**src/rtl/mips32_mc_ctrl.sv**
```systemverilog
// Multicycle MIPS32 control FSM: FETCH/DECODE/EXEC/MEM/WB sequencing, memory
// timeout handling, overflow-suppressed writeback and a retired-instruction counter.
module mips32_mc_ctrl #(
  parameter int TIMEOUT = 16
) (
  input  logic        clk,
  input  logic        reset,
  input  logic [5:0]  opcode,
  input  logic [5:0]  funct,
  input  logic        mem_ready,
  input  logic        overflow,
  input  logic        cond_true,
  output logic [2:0]  state,
  output logic        pc_we,
  output logic [1:0]  pc_src,
  output logic        ir_we,
  output logic        mem_req,
  output logic        mem_we,
  output logic        mem_addr_sel,
  output logic [3:0]  rd_byte_w_en,
  output logic        bus_err,
  output logic        illegal,
  output logic        ovf_trap,
  output logic [31:0] instret
);

  typedef enum logic [2:0] {
    S_FETCH  = 3'd0,
    S_DECODE = 3'd1,
    S_EXEC   = 3'd2,
    S_MEM    = 3'd3,
    S_WB     = 3'd4
  } state_e;

  localparam logic [7:0] WAIT_LAST = 8'(TIMEOUT - 1);

  state_e      state_q, state_d;
  logic [7:0]  wait_q, wait_d;
  logic [31:0] instret_q, instret_d;

  logic       legal, timeout, retire, is_store, ovf_op;
  logic       pc_we_c, ir_we_c, mem_req_c, mem_we_c, addr_sel_c;
  logic       bus_err_c, illegal_c, ovf_trap_c;
  logic [1:0] pc_src_c;
  logic [3:0] rbe_c;

  always_comb begin
    case (opcode)
      6'h00, 6'h02, 6'h04, 6'h05,
      6'h08, 6'h09, 6'h0A, 6'h0B, 6'h0C, 6'h0D, 6'h0E, 6'h0F,
      6'h23, 6'h2B: legal = 1'b1;
      default:      legal = 1'b0;
    endcase
  end

  assign timeout  = (wait_q == WAIT_LAST) && !mem_ready;
  assign is_store = (opcode == 6'h2B);
  assign ovf_op   = (opcode == 6'h08) ||
                    ((opcode == 6'h00) && ((funct == 6'h20) || (funct == 6'h22)));

  always_comb begin
    state_d    = S_FETCH;
    retire     = 1'b0;
    pc_we_c    = 1'b0;
    pc_src_c   = 2'd0;
    ir_we_c    = 1'b0;
    mem_req_c  = 1'b0;
    mem_we_c   = 1'b0;
    addr_sel_c = 1'b0;
    rbe_c      = 4'b0000;
    bus_err_c  = 1'b0;
    illegal_c  = 1'b0;
    ovf_trap_c = 1'b0;
    case (state_q)
      S_FETCH: begin
        mem_req_c = 1'b1;
        if (mem_ready) begin
          ir_we_c = 1'b1;
          pc_we_c = 1'b1;
          state_d = S_DECODE;
        end else begin
          // Timeout re-fetches the same PC, so state stays FETCH either way.
          bus_err_c = timeout;
          state_d   = S_FETCH;
        end
      end
      S_DECODE: begin
        if (legal) state_d = S_EXEC;
        else       illegal_c = 1'b1;
      end
      S_EXEC: begin
        case (opcode)
          6'h02: begin
            pc_we_c  = 1'b1;
            pc_src_c = 2'd2;
            retire   = 1'b1;
          end
          6'h04, 6'h05: begin
            pc_we_c  = cond_true;
            pc_src_c = 2'd1;
            retire   = 1'b1;
          end
          6'h23, 6'h2B: state_d = S_MEM;
          default:      state_d = S_WB;
        endcase
      end
      S_MEM: begin
        mem_req_c  = 1'b1;
        addr_sel_c = 1'b1;
        mem_we_c   = is_store;
        if (mem_ready) begin
          if (is_store) retire = 1'b1;
          else          state_d = S_WB;
        end else if (timeout) begin
          bus_err_c = 1'b1;
        end else begin
          state_d = S_MEM;
        end
      end
      S_WB: begin
        retire = 1'b1;
        if (ovf_op && overflow) ovf_trap_c = 1'b1;
        else                    rbe_c = 4'b1111;
      end
      default: state_d = S_FETCH;
    endcase
  end

  always_comb begin
    wait_d = 8'd0;
    if ((state_q == S_FETCH || state_q == S_MEM) && !mem_ready && !timeout &&
        (state_d == state_q))
      wait_d = wait_q + 8'd1;
  end

  assign instret_d = instret_q + {31'd0, retire};

  always_ff @(posedge clk or negedge reset) begin
    if (!reset) begin
      state_q   <= S_FETCH;
      wait_q    <= 8'd0;
      instret_q <= 32'd0;
    end else begin
      state_q   <= state_d;
      wait_q    <= wait_d;
      instret_q <= instret_d;
    end
  end

  // Gate with reset so an assertion mid-request drops outputs without waiting for an edge.
  assign state        = state_q;
  assign pc_we        = reset & pc_we_c;
  assign pc_src       = reset ? pc_src_c : 2'd0;
  assign ir_we        = reset & ir_we_c;
  assign mem_req      = reset & mem_req_c;
  assign mem_we       = reset & mem_we_c;
  assign mem_addr_sel = reset & addr_sel_c;
  assign rd_byte_w_en = reset ? rbe_c : 4'b0000;
  assign bus_err      = reset & bus_err_c;
  assign illegal      = reset & illegal_c;
  assign ovf_trap     = reset & ovf_trap_c;
  assign instret      = instret_q;

endmodule

```
**config.mk**
```make
export PLATFORM = sky130hd
export DESIGN_NAME = mips32_mc_ctrl
export DESIGN_NICKNAME = d
export VERILOG_FILES = /design/src/rtl/mips32_mc_ctrl.sv
export SDC_FILE = /design/constraint.sdc
export NUM_CORES = 1
export LEC_CHECK = 0
export CAP_MARGIN = 5
export CORE_ASPECT_RATIO = 0.7
export CORE_MARGIN = 2
export CORE_UTILIZATION = 47
export DETAILED_ROUTE_END_ITERATION = 10
export PLACE_DENSITY = 0.78
export REMOVE_ABC_BUFFERS = 1
export SLEW_MARGIN = 20
export SYNTH_ARGS = -nofsm -noshare
export SYNTH_HDL_FRONTEND = slang
export SYNTH_SLANG_ARGS = --single-unit
```
**constraint.sdc**
```tcl
create_clock -name clk -period 2.35 [get_ports clk]
set_input_delay 0.47 -clock clk [delete_from_list [all_inputs] [get_ports clk]]
set_output_delay 0.47 -clock clk [all_outputs]
set_load 0.02 [all_outputs]
```
### Word-level counts from Yosys, hierarchy flattened

Memories as Yosys holds them, arrays and structs flattened.
Cells that the tools add are included.

* add/sub/neg operators: 2
* eq/ne operators: 14
* multiplexer cells: 33
* bitwise operators: 8
* reduce and logical (&&, ||, !) cells: 17

Operators by type and width (count)
* adder 32 x 1 -> 32 bit: 1
* == test 6 bit, second input constant: 4
* 2-to-1 mux 1 bit: 16
* == test 6 x 3 -> 1 bit, second input constant: 2
* 2-to-1 mux 4 bit: 3
* case mux 3 bit (4 select lines): 1
* adder 8 x 1 -> 8 bit, second input constant: 1
* bitwise AND 1 bit: 8
* == test 8 x 4 -> 1 bit, second input constant: 1
* 2-to-1 mux 2 bit: 4
* 2-to-1 mux 8 bit: 1
* == test 3 x 2 -> 1 bit, second input constant: 2
* == test 6 x 2 -> 1 bit, second input constant: 1
* == test 6 x 4 -> 1 bit, second input constant: 1
* logical AND 1 bit: 6
* zero test 6 bit: 1
* 2-to-1 mux 3 bit: 2
* case mux 1 bit (2 select lines): 3
* case mux 3 bit (2 select lines): 1
* OR reduction 2 bit: 3
* case mux 2 bit (2 select lines): 1
* == test 3 x 1 -> 1 bit, second input constant: 1
* == test 3 bit: 1
* == test 3 bit, second input constant: 1
* other kinds (5): 8

* register bits after elaboration: 43
* ROM bits: 64
* output and inout bits: 49
* logic and storage cells: 78
* memories kept: 1

Memories
* (name not given): depth 64, bits a word 1, rd ports 1, clocked after Yosys merged registers in 0, write ports 0, line 48 `case (opcode)`

### Logic depth before layout (Yosys ltp)

Gate-level depths: netlist of run 1.

* word-level depth: 8
* gate-level depth with buffers: 10
* mapped depth without buffers: 10

### Least setup slack after synthesis of run 1

No wires, ideal clock.

* kind: input-to-reg
* start: input port opcode[0]
* end: register instret_q[24] (netlist: instret[24])
* data arrival time: 2.441 ns
* path slack: -0.170 ns
* stages on the path: 10
* path buffers: 0
* cells stage by stage: or3b_2 > a211oi_1 > a31oi_1 > o21ai_1 > ha_1 > ha_1 > and2_1 > nand4_1 > nor3_1 > xor2_1

* longest elaborated chain between the ends: 5

RTL lines
* start, declared: line 8 `input logic [5:0] opcode,`
* == test 6 x 3 -> 1 bit (tied with other cells): line 92 `case (opcode)`
* OR reduction 3 bit (no source line) / 2-to-1 mux 1 bit (equally long branches)
* 2-to-1 mux 1 bit (on tied branches): line 92, 111
* case mux 1 bit (3 select lines) *: line 74 `case (state_q)`
* adder 32 x 1 -> 32 bit *: line 136 `assign instret_d = instret_q + {31'd0, retire};`
* net instret_d[24]: line 39 `logic [31:0] instret_q, instret_d;`
* end signal, assigned: line 146 `instret_q <= instret_d;`
* end, declared: line 39

The timed path passes the listed nets; every way through them passes the cells marked *.

### Worst setup path in the final report of run 1

* start: input port opcode[0]
* end: register instret_q[30] (netlist: instret[30])

The elaborated chain is that of the path after synthesis.

==> results of run 1 <==
-- layer usage --
layer	global-route usage (%)	routed length, um
met1	34.4	2900
met4	9.30	123
met5	0	0
met3	5.09	252
met2	34.3	2540
-- sequential cells by signal, indices dropped and copies added (netlist names) --
signal / flops
instret: 32
state: 3
wait_q: 8
-- cell families (layout without fill, tap and decap cells) --
group	count (synthesis)	in the layout	synth area share, %
simple gates	108	108	27.4
fa+ha+maj	3	3	1.69
flops	43	43	48.5
xor+xnor	37	37	15.0
buf+inv	11	109	2.88
compound gates	16	16	4.57
-- worst max-delay path: cells and delay by family --
kind | cells | cell delay, ns
buf+inv | 2 | 0.26
xor+xnor | 1 | 0.21
compound gates | 3 | 0.42
fa+ha+maj | 2 | 0.36
simple gates | 4 | 0.78
-- timing repair --
item,in CTS,in global routing
pin swaps,10,10
hold buffers,1,0
gates resized for setup,88,14
endpoints found under the setup margin,40,28
endpoints found under the hold margin,1,0
setup buffers,3,3
-- metrics by stage --
| step | TNS [ns] | util, % | hold WS, ns |
|---|---|---|---|
| 6_report | 0 | 74.2 | 0.299 |
| 5_1_grt | -0.323 | 74.2 | 0.354 |
| 4_1_cts | 0 | 73.4 | 0.323 |
| 3_5_place_dp | -22.40 | 69.4 | 0.281 |
| 3_3_place_gp | -20.67 | 69.4 | 0.280 |
| 2_1_floorplan | -1.57 | - | 0.174 |
-- power breakdown --
part	internal, mW	switching [mW]
clock	0.208	0.250
combinational	0.159	0.163
sequential	0.782	0.0626
total	1.15	0.476
-- area by class of cell --
cell class	count	area [um^2]	share of cell area, %
inverter	3	11.3	0.343
multi-input combinational	164	1170	35.6
tap	55	68.8	2.09
clock buffer	6	72.6	2.21
timing repair buffer	98	873	26.6
sequential	43	1080	32.7
clock inverter	2	12.5	0.381
-- worst paths after layout --
check / to / slack (ns)
worst max-delay path: instret[30] / 0.05
worst min-delay path: instret[3] / 0.30
worst max register to register: instret[30] / 0.19
worst min register to register: wait_q[0] / 0.47
max in group asynchronous: instret[20] / 1.69
min in group clk: wait_q[0] / 0.47
-- cells in the final DEF, fill, tap and decap left out, types with 2 or more instances in the layout --
cell type        count
a21oi_1              5
a31oi_1              3
and2_1               2
and3_1              10
and3_2               2
and4_1               3
and4_4               2
buf_2                4
buf_4               36
buf_6                8
clkbuf_8             5
clkdlybuf4s50_1     43
dfrtp_1             43
dlygate4sd2_1        4
inv_1                3
nand2_1             16
nand2b_1             4
nand3_1             11
nand4_1             11
nor2_1              21
nor3_1               3
nor3_2               4
nor4_1               3
nor4_4               2
o21ai_0              2
xnor2_1             22
xor2_1              14
==> impl_metrics.env, run 1 <==
export IMPL_hold_path_class="input port to asynchronous set/reset pin"
export IMPL_drv_slew=0
export IMPL_cpMaxStageDelayCell="or3b_4"
export IMPL_seq_area_frac_synth_pct=48.5
export IMPL_clk_latency_ns=0.30
export IMPL_drv_cap=0
export IMPL_slew_headroom_pct=65.7
export IMPL_fmax_mhz=435
export IMPL_cts_made_buffers=5
export IMPL_ys_warn_count=0
export IMPL_period_share_pct=97.8
export IMPL_h_tree_depth=2
export IMPL_critPathMaxStageDelay_ns=0.39
export IMPL_end_kind="register"
export IMPL_rsz0062_at_grt="yes"
export IMPL_rows=20
export IMPL_synth_avg_cell_area_um2=10.2
export IMPL_start_util_pct=50.1
export IMPL_power_mw=1.62
export IMPL_drt_wl_total_mm=5.81
export IMPL_ys_ff_latch=43
export IMPL_fin_ws_ns=0.0510
export IMPL_ios=66
export IMPL_tritoncts="built"
export IMPL_arrival_ns=2.51
export IMPL_dp_hpwl_mm=4.25
export IMPL_yosysMostFrequentCell="dfrtp_1"
export IMPL_dr_pass1_iters=4
export IMPL_die_h_um=61.5
export IMPL_cp_common_cell="buf_6"
export IMPL_areaGrowthSynthToFinish_pct=48.2
export IMPL_via_count=2023
export IMPL_finalClockSkew_ns=0.0109
export IMPL_p_leak_nw=1.53
export IMPL_setup_viol=0
export IMPL_crit_path_cell_trace="buf_6 -> or3b_4 -> a211oi_2 -> a31oi_1 -> o21ai_1 -> ha_2 -> ha_4 -> and2_4 -> nand4_1 -> buf_6 -> nor4_4 -> xor2_1"
export IMPL_finalNonFillerCells=371
export IMPL_die_x_um=86.1
export IMPL_die_area_um2=5290
export IMPL_grt_overflow_total=0
export IMPL_status="completed"
export IMPL_worstSetupStartpointType="input port"
export IMPL_power_density_nw_per_um2=494
export IMPL_drc_errors=0
export IMPL_synth_edf_count=0
export IMPL_worst_pin_slew_ns=0.514
export IMPL_synth_area_top_cells="dfrtp_1, xnor2_1, xor2_1, nor2_1, and3_1"
export IMPL_place_area_um2=3070
export IMPL_grt_pass1_vias=1916
export IMPL_critPathKind="input port to register"
export IMPL_reg2reg_from="state[1]"
export IMPL_min_period_ns=2.30
export IMPL_routabilityCongestion=0.895
export IMPL_clockRootBuffer="clkbuf_8"
export IMPL_cts_buffer_depth=2
export IMPL_grt_max_degree=43
export IMPL_design_area_um2=3290
export IMPL_worstRegToRegCells=10
export IMPL_grt_first_pass_wirelength_mm=9.40
export IMPL_ant_nets=0
export IMPL_worstPathRequired_ns=2.56
export IMPL_synth_area_um2=2220
export IMPL_post_place_ws_ns=-0.823
export IMPL_synth_flop_cell="dfrtp_1"
export IMPL_io_buffers=64
export IMPL_hold_violations=0
export IMPL_antennaDiodeCount=0
export IMPL_critPathLaunch="opcode[0]"
export IMPL_dp_cells=356
export IMPL_clock_sinks=43
export IMPL_n_fill_cell=314
export IMPL_drt_iter0_drc=105
export IMPL_antenna_found_initial=0
export IMPL_synth_top_cell_by_area="dfrtp_1"
export IMPL_drive_above_1_share_pct=25.6
export IMPL_core_um2=4430
export IMPL_irDropWorstVdd_v=0.000511
export IMPL_path_max_fanout=5
export IMPL_via_per_inst=5.45
export IMPL_ys_async_sr_fraction_pct=100
export IMPL_avgRoutedWirePerCell_um=15.7
export IMPL_clkSlewWorstSetupHoldPaths_ns=0.08
export IMPL_syn_inst=218
export IMPL_yosys_area_top_type_share_pct=48.5
export IMPL_fin_nets=335
export IMPL_synth_common_cells="dfrtp_1, nor2_1, xnor2_1"
export IMPL_grt_use_total_pct=23.5
export IMPL_synthDistinctLibCells=42
(Power assumes the default switching activity.)
==> run 2, diff against run 1 <==
--- a/config.mk
+++ b/config.mk
@@ -5,12 +5,11 @@
 export SDC_FILE = /design/constraint.sdc
 export NUM_CORES = 1
 export LEC_CHECK = 0
-export CAP_MARGIN = 5
-export CORE_ASPECT_RATIO = 0.7
+export CAP_MARGIN = 15
 export CORE_MARGIN = 2
-export CORE_UTILIZATION = 47
+export CORE_UTILIZATION = 24
 export DETAILED_ROUTE_END_ITERATION = 10
-export PLACE_DENSITY = 0.78
+export PLACE_DENSITY = 0.44
 export REMOVE_ABC_BUFFERS = 1
 export SLEW_MARGIN = 20
 export SYNTH_ARGS = -nofsm -noshare
==> run 2 against run 1 <==
Critical path depth is 7 lower. Clock-buffer cell count is 1 higher. Global-route usage is 11 points lower. Power is 5.5% higher. Sequential cell count stayed put. Largest cell class unchanged.
==> impl_metrics.env, run 2 (synthesis results as in run 1) <==
export IMPL_end_kind="primary output"
export IMPL_antennaDiodeCount=0
export IMPL_crit_path_cell_trace="buf_2 -> or4b_4 -> nor4_4 -> and4_1 -> buf_4"
export IMPL_clkSlewWorstSetupHoldPaths_ns=0.08
export IMPL_avgRoutedWirePerCell_um=13.6
export IMPL_finalClockSkew_ns=0.0103
export IMPL_critPathMaxStageDelay_ns=0.54
export IMPL_p_switching_uw=494
export IMPL_dr_pass1_iters=4
export IMPL_grt_use_total_pct=12.4
export IMPL_min_period_ns=2.26
export IMPL_grt_pass1_vias=2029
export IMPL_status="completed"
export IMPL_clkPwrFrac_pct=31.1
export IMPL_hold_violations=0
export IMPL_p_leak_nw=1.60
export IMPL_slew_headroom_pct=73.8
export IMPL_worst_pin_slew_ns=0.392
export IMPL_period_share_pct=96.3
export IMPL_cts_buffer_depth=2
export IMPL_setup_viol=0
export IMPL_clock_sinks=43
export IMPL_fin_ws_ns=0.0870
export IMPL_worstRegToRegCells=11
export IMPL_sw_frac_of_total_pct=28.8
export IMPL_reg2reg_from="state[1]"
export IMPL_tritoncts="built"
export IMPL_cts_made_buffers=5
export IMPL_routabilityCongestion=0.762
export IMPL_cpMaxStageDelayCell="or4b_4"
export IMPL_areaGrowthSynthToFinish_pct=54.7
export IMPL_p_comb_share_pct=20.0
export IMPL_via_count=1965
export IMPL_core_um2=9110
export IMPL_grt_first_pass_wirelength_mm=9.83
export IMPL_rsz0062_at_grt="yes"
export IMPL_r2r_end="instret[30]"
export IMPL_path_max_fanout=3
export IMPL_ios=66
export IMPL_drive_above_1_share_pct=28.3
export IMPL_start_util_pct=24.3
export IMPL_critPathKind="input port to primary output"
export IMPL_drt_iter0_drc=20
export IMPL_arrival_ns=1.79
export IMPL_rows=35
export IMPL_worstSetupStartpointType="input port"
export IMPL_grt_max_degree=30
export IMPL_drt_wl_total_mm=5.89
export IMPL_seq_power_share_pct=48.9
export IMPL_drc_errors=0
export IMPL_irDropWorstVdd_v=0.000262
export IMPL_ant_nets=0
export IMPL_drv_slew=0
export IMPL_grt_overflow_total=0
export IMPL_clockRootBuffer="clkbuf_8"
export IMPL_final_common_cell="dfrtp_1"
export IMPL_via_per_inst=4.55
export IMPL_die_x_um=100
export IMPL_drv_cap=0
export IMPL_dp_hpwl_mm=4.52
export IMPL_reg2reg_slack_ns=0.31
export IMPL_h_tree_depth=2
export IMPL_antenna_found_initial=0
export IMPL_hold_path_class="input port to asynchronous set/reset pin"
export IMPL_cp_num_buf_inv=2
export IMPL_fin_nets=340
export IMPL_power_mw=1.71
export IMPL_n_fill_cell=970
export IMPL_power_density_nw_per_um2=500
export IMPL_crit_family="simple AND/OR/NAND/NOR gates"
export IMPL_die_h_um=100
export IMPL_post_place_ws_ns=-0.826
export IMPL_io_buffers=64
export IMPL_p_int_mw=1.22
export IMPL_post_route_util_pct=37.7
export IMPL_die_area_um2=10000
export IMPL_largest_reg_flops=32
export IMPL_fmax_mhz=442
export IMPL_worstPathRequired_ns=1.88
export IMPL_clk_latency_ns=0.29
export IMPL_final_cell_mix="dfrtp_1, clkdlybuf4s50_1, buf_4"
export IMPL_critPathLaunch="opcode[5]"
run 2: changes by cell type in the layout (fill, tap and decap cells not counted), moves of 2 or more:
cell,change
clkdlybuf4s15_2,+2
nor4_1,-2
clkbuf_8,+2
buf_2,+3
buf_4,+6
buf_6,-4
run 2: power by group through the flow:
| stage | clock [mW] | sequential, mW | combinational (mW) |
|---|---|---|---|
| after floorplan | 0 | 0.885 | 0.0849 |
| after global placement | 0 | 0.850 | 0.344 |
| after detailed placement | 0 | 0.850 | 0.342 |
| after CTS | 0.550 | 0.842 | 0.348 |
| after global routing | 0.580 | 0.849 | 0.376 |
| final | 0.534 | 0.838 | 0.342 |
run 2: how the worst max path moves through the flow:
stage                        endpoint  slack [ns]  cells after the start
after global placement    instret[26]       -0.75                     11
after floorplan           instret[24]       -0.18                     10
final                        ovf_trap        0.09                      5
after CTS                    ovf_trap       0.004                      6
after detailed placement  instret[26]       -0.83                     11
after global routing      instret[30]       -0.04                     12
run 2: through the flow:
stage	cells	area, um^2	hold WS [ns]	TNS [ns]
after floorplan	210	2160	0.174	-1.57
final	432	3430	0.165	0
after global placement	421	3210	0.461	-23.07
after detailed placement	421	3210	0.467	-24.14
after global routing	432	3430	0.181	-0.144
after CTS	432	3400	0.167	0
run 2: layout make-up:
cell class	count	area [um^2]	share of cell area (%)
Multi-Input combinational cell	164	1210	35.2
Sequential cell	43	1080	31.4
Timing Repair Buffer	103	895	26.1
Tap cell	111	139	4.05
Clock buffer	7	96.3	2.81
Inverter	3	11.3	0.328
Clock inverter	1	7.51	0.219
run 2: timing repair:
item | CTS | global route
cloned | 0 | 0
pin swaps | 11 | 13
hold buffers | 0 | 0
gates resized for setup | 95 | 8
endpoints found under the hold margin | 0 | 0
setup endpoints to repair | 40 | 21
setup buffers | 3 | 0
run 2: worst reg2reg max path, cell delays in order (launching register included):
cell and delay, ns:
dfrtp_1 0.45, nor2_1 0.17, buf_4 0.14, nand2_1 0.05, o21ai_1 0.08, ha_2 0.22
ha_4 0.13, and2_4 0.15, nand4_1 0.10, buf_6 0.16, nor4_4 0.14, xor2_1 0.17
run 2: metal layers:
layer | track usage (%) | routed length [um] | vias up
met4 | 3.48 | 58 | 0
met5 | 0 | 0 | -
met2 | 20.9 | 2800 | 55
met3 | 3.41 | 385 | 5
met1 | 15.5 | 2650 | 935
li1 | - | - | 970
==> run 3, diff against run 2 <==
--- a/config.mk
+++ b/config.mk
@@ -7,9 +7,9 @@
 export LEC_CHECK = 0
 export CAP_MARGIN = 15
 export CORE_MARGIN = 2
-export CORE_UTILIZATION = 24
+export CORE_UTILIZATION = 45
 export DETAILED_ROUTE_END_ITERATION = 10
-export PLACE_DENSITY = 0.44
+export PLACE_DENSITY = 0.75
 export REMOVE_ABC_BUFFERS = 1
 export SLEW_MARGIN = 20
 export SYNTH_ARGS = -nofsm -noshare
==> run 3 against run 2 <==
Sequential cell count stayed put. Clock skew increased by 0.0013 ns. Non-clock buffer count shrank 7. Cell count is 12% lower. Design area is 3.8% lower. Critical path depth increased by 7. Global-route usage rose by 8.2 points. Clock power shrank 15%.
==> impl_metrics.env, run 3 (synthesis results as in run 1) <==
export IMPL_finalClockSkew_ns=0.0116
export IMPL_drc_errors=0
export IMPL_hold_path_class="input port to asynchronous set/reset pin"
export IMPL_regArea_um2=1080
export IMPL_setup_viol=0
export IMPL_drt_wl_total_mm=5.27
export IMPL_clkSlewWorstSetupHoldPaths_ns=0.08
export IMPL_status="completed"
export IMPL_highest_layer="met4"
export IMPL_period_share_pct=98.1
export IMPL_critPathLaunch="opcode[0]"
export IMPL_cp_common_cell="buf_6"
export IMPL_grt_first_pass_wirelength_mm=8.81
export IMPL_reg2reg_from="state[0]"
export IMPL_power_density_nw_per_um2=494
export IMPL_tritoncts="built"
export IMPL_clk_latency_ns=0.30
export IMPL_clockRootBuffer="clkbuf_8"
export IMPL_die_area_um2=5500
export IMPL_cts_hold_buffers=0
export IMPL_drv_cap=0
export IMPL_drive_above_1_share_pct=27.1
export IMPL_antennaDiodeCount=0
export IMPL_min_period_ns=2.31
export IMPL_clock_sinks=43
export IMPL_fin_nets=333
export IMPL_dr_wl_met2_mm=2.57
export IMPL_multi_input_area_um2=1200
export IMPL_grt_overflow_total=0
export IMPL_rsz0062_at_grt="yes"
export IMPL_rows=25
export IMPL_avgRoutedWirePerCell_um=13.8
export IMPL_end_kind="register"
export IMPL_via_per_inst=5.25
export IMPL_largest_reg_flops=32
export IMPL_n_fill_cell=369
export IMPL_arrival_ns=2.53
export IMPL_die_x_um=74.2
export IMPL_cts_buffer_depth=2
export IMPL_grt_use_total_pct=20.6
export IMPL_crit_path_cell_trace="buf_6 -> or3b_4 -> a211oi_2 -> a31oi_1 -> o21ai_1 -> ha_2 -> ha_4 -> and2_4 -> nand4_1 -> buf_6 -> nor4_4 -> xor2_1"
export IMPL_h_tree_depth=2
export IMPL_critPathMaxStageDelay_ns=0.40
export IMPL_irDropWorstVdd_v=0.000251
export IMPL_io_buffers=64
export IMPL_worstRegToRegCells=10
export IMPL_hold_violations=0
export IMPL_antenna_found_initial=0
export IMPL_worst_pin_slew_ns=0.364
export IMPL_areaGrowthSynthToFinish_pct=48.9
export IMPL_routabilityCongestion=0.802
export IMPL_final_common_cell="clkdlybuf4s50_1"
export IMPL_cp_num_buf_inv=2
export IMPL_drv_slew=0
export IMPL_cts_made_buffers=5
export IMPL_die_h_um=74.2
export IMPL_wl_met3_um=299
export IMPL_finalNonFillerCells=381
export IMPL_critPathKind="input port to register"
export IMPL_cpMaxStageDelayCell="or3b_4"
export IMPL_dr_pass1_iters=4
export IMPL_ios=66
export IMPL_wl_met1_mm=2.32
export IMPL_via_count=2002
export IMPL_grt_max_degree=21
export IMPL_grt_pass1_vias=1936
export IMPL_post_route_util_pct=69.9
export IMPL_crit_family="simple AND/OR/NAND/NOR gates"
export IMPL_setup_tns_ns=0
export IMPL_slew_headroom_pct=75.7
export IMPL_worstSetupStartpointType="input port"
export IMPL_drt_iter0_drc=120
export IMPL_dp_hpwl_mm=3.91
export IMPL_worstPathRequired_ns=2.58
export IMPL_fmax_mhz=434
export IMPL_ant_nets=0
export IMPL_dp_cells=371
export IMPL_critical_path_cell_count=12
export IMPL_path_max_fanout=5
export IMPL_core_um2=4720
export IMPL_final_cell_mix="clkdlybuf4s50_1, dfrtp_1, buf_4"
export IMPL_p_leak_nw=1.54
export IMPL_start_util_pct=46.9
run 3: path summary, 6_finish.rpt:
path	endpoint	slack, ns
max in group asynchronous	instret[4]	1.86
max reg2reg	instret[30]	0.17
min in group clk	instret[31]	0.47
max	instret[30]	0.04
min	wait_q[5]	0.22
min reg2reg	instret[31]	0.47
run 3: final cells by class:
| cell class | instances | share of cell area (%) |
|---|---|---|
| Clock buffer | 6 | 2.20 |
| Multi-Input combinational cell | 164 | 36.4 |
| Inverter | 3 | 0.341 |
| Sequential cell | 43 | 32.6 |
| Timing Repair Buffer | 96 | 25.5 |
| Clock inverter | 2 | 0.379 |
| Tap cell | 67 | 2.54 |
run 3: what timing repair did:
| action | in CTS | in global routing |
|---|---|---|
| setup buffers | 2 | 0 |
| setup endpoints to repair | 39 | 35 |
| resized for setup | 90 | 17 |
| pin swaps | 11 | 10 |
| gates cloned | 0 | 0 |
run 3: worst reg2reg max path, delay by kind of cell (launching register included):
kind                       cells  cell delay [ns]
xor gates and xnor gates       1             0.16
DFF                            1             0.49
AOI/OAI and AO/OA              3             0.46
and+or+nand+nor                3             0.46
buffers and inverters          1             0.17
adders and majority gates      2             0.36
run 3: through the flow:
| stage | total power [mW] | setup slack, ns | cell area [um^2] | hold slack, ns |
|---|---|---|---|---|
| 5_1_grt | 1.71 | -0.110 | 3300 | 0.246 |
| 4_1_cts | 1.63 | -0.00958 | 3300 | 0.239 |
| 2_1_floorplan | 0.970 | -0.178 | 2160 | 0.174 |
| 6_report | 1.63 | 0.0448 | 3300 | 0.222 |
| 3_3_place_gp | 1.17 | -0.672 | 3110 | 0.456 |
| 3_5_place_dp | 1.17 | -0.784 | 3110 | 0.458 |
run 3: where the power goes:
part | switching (mW) | internal, mW | leakage, nW
combinational | 0.167 | 0.165 | 0.913
sequential | 0.0630 | 0.782 | 0.590
clock | 0.245 | 0.208 | 0.0412
run 3: layer usage:
metal,global-route usage (%),vias to the layer above
li1,-,956
met1,25.8,961
met2,35.0,73
met3,5.28,12
met4,6.46,0
met5,0,-
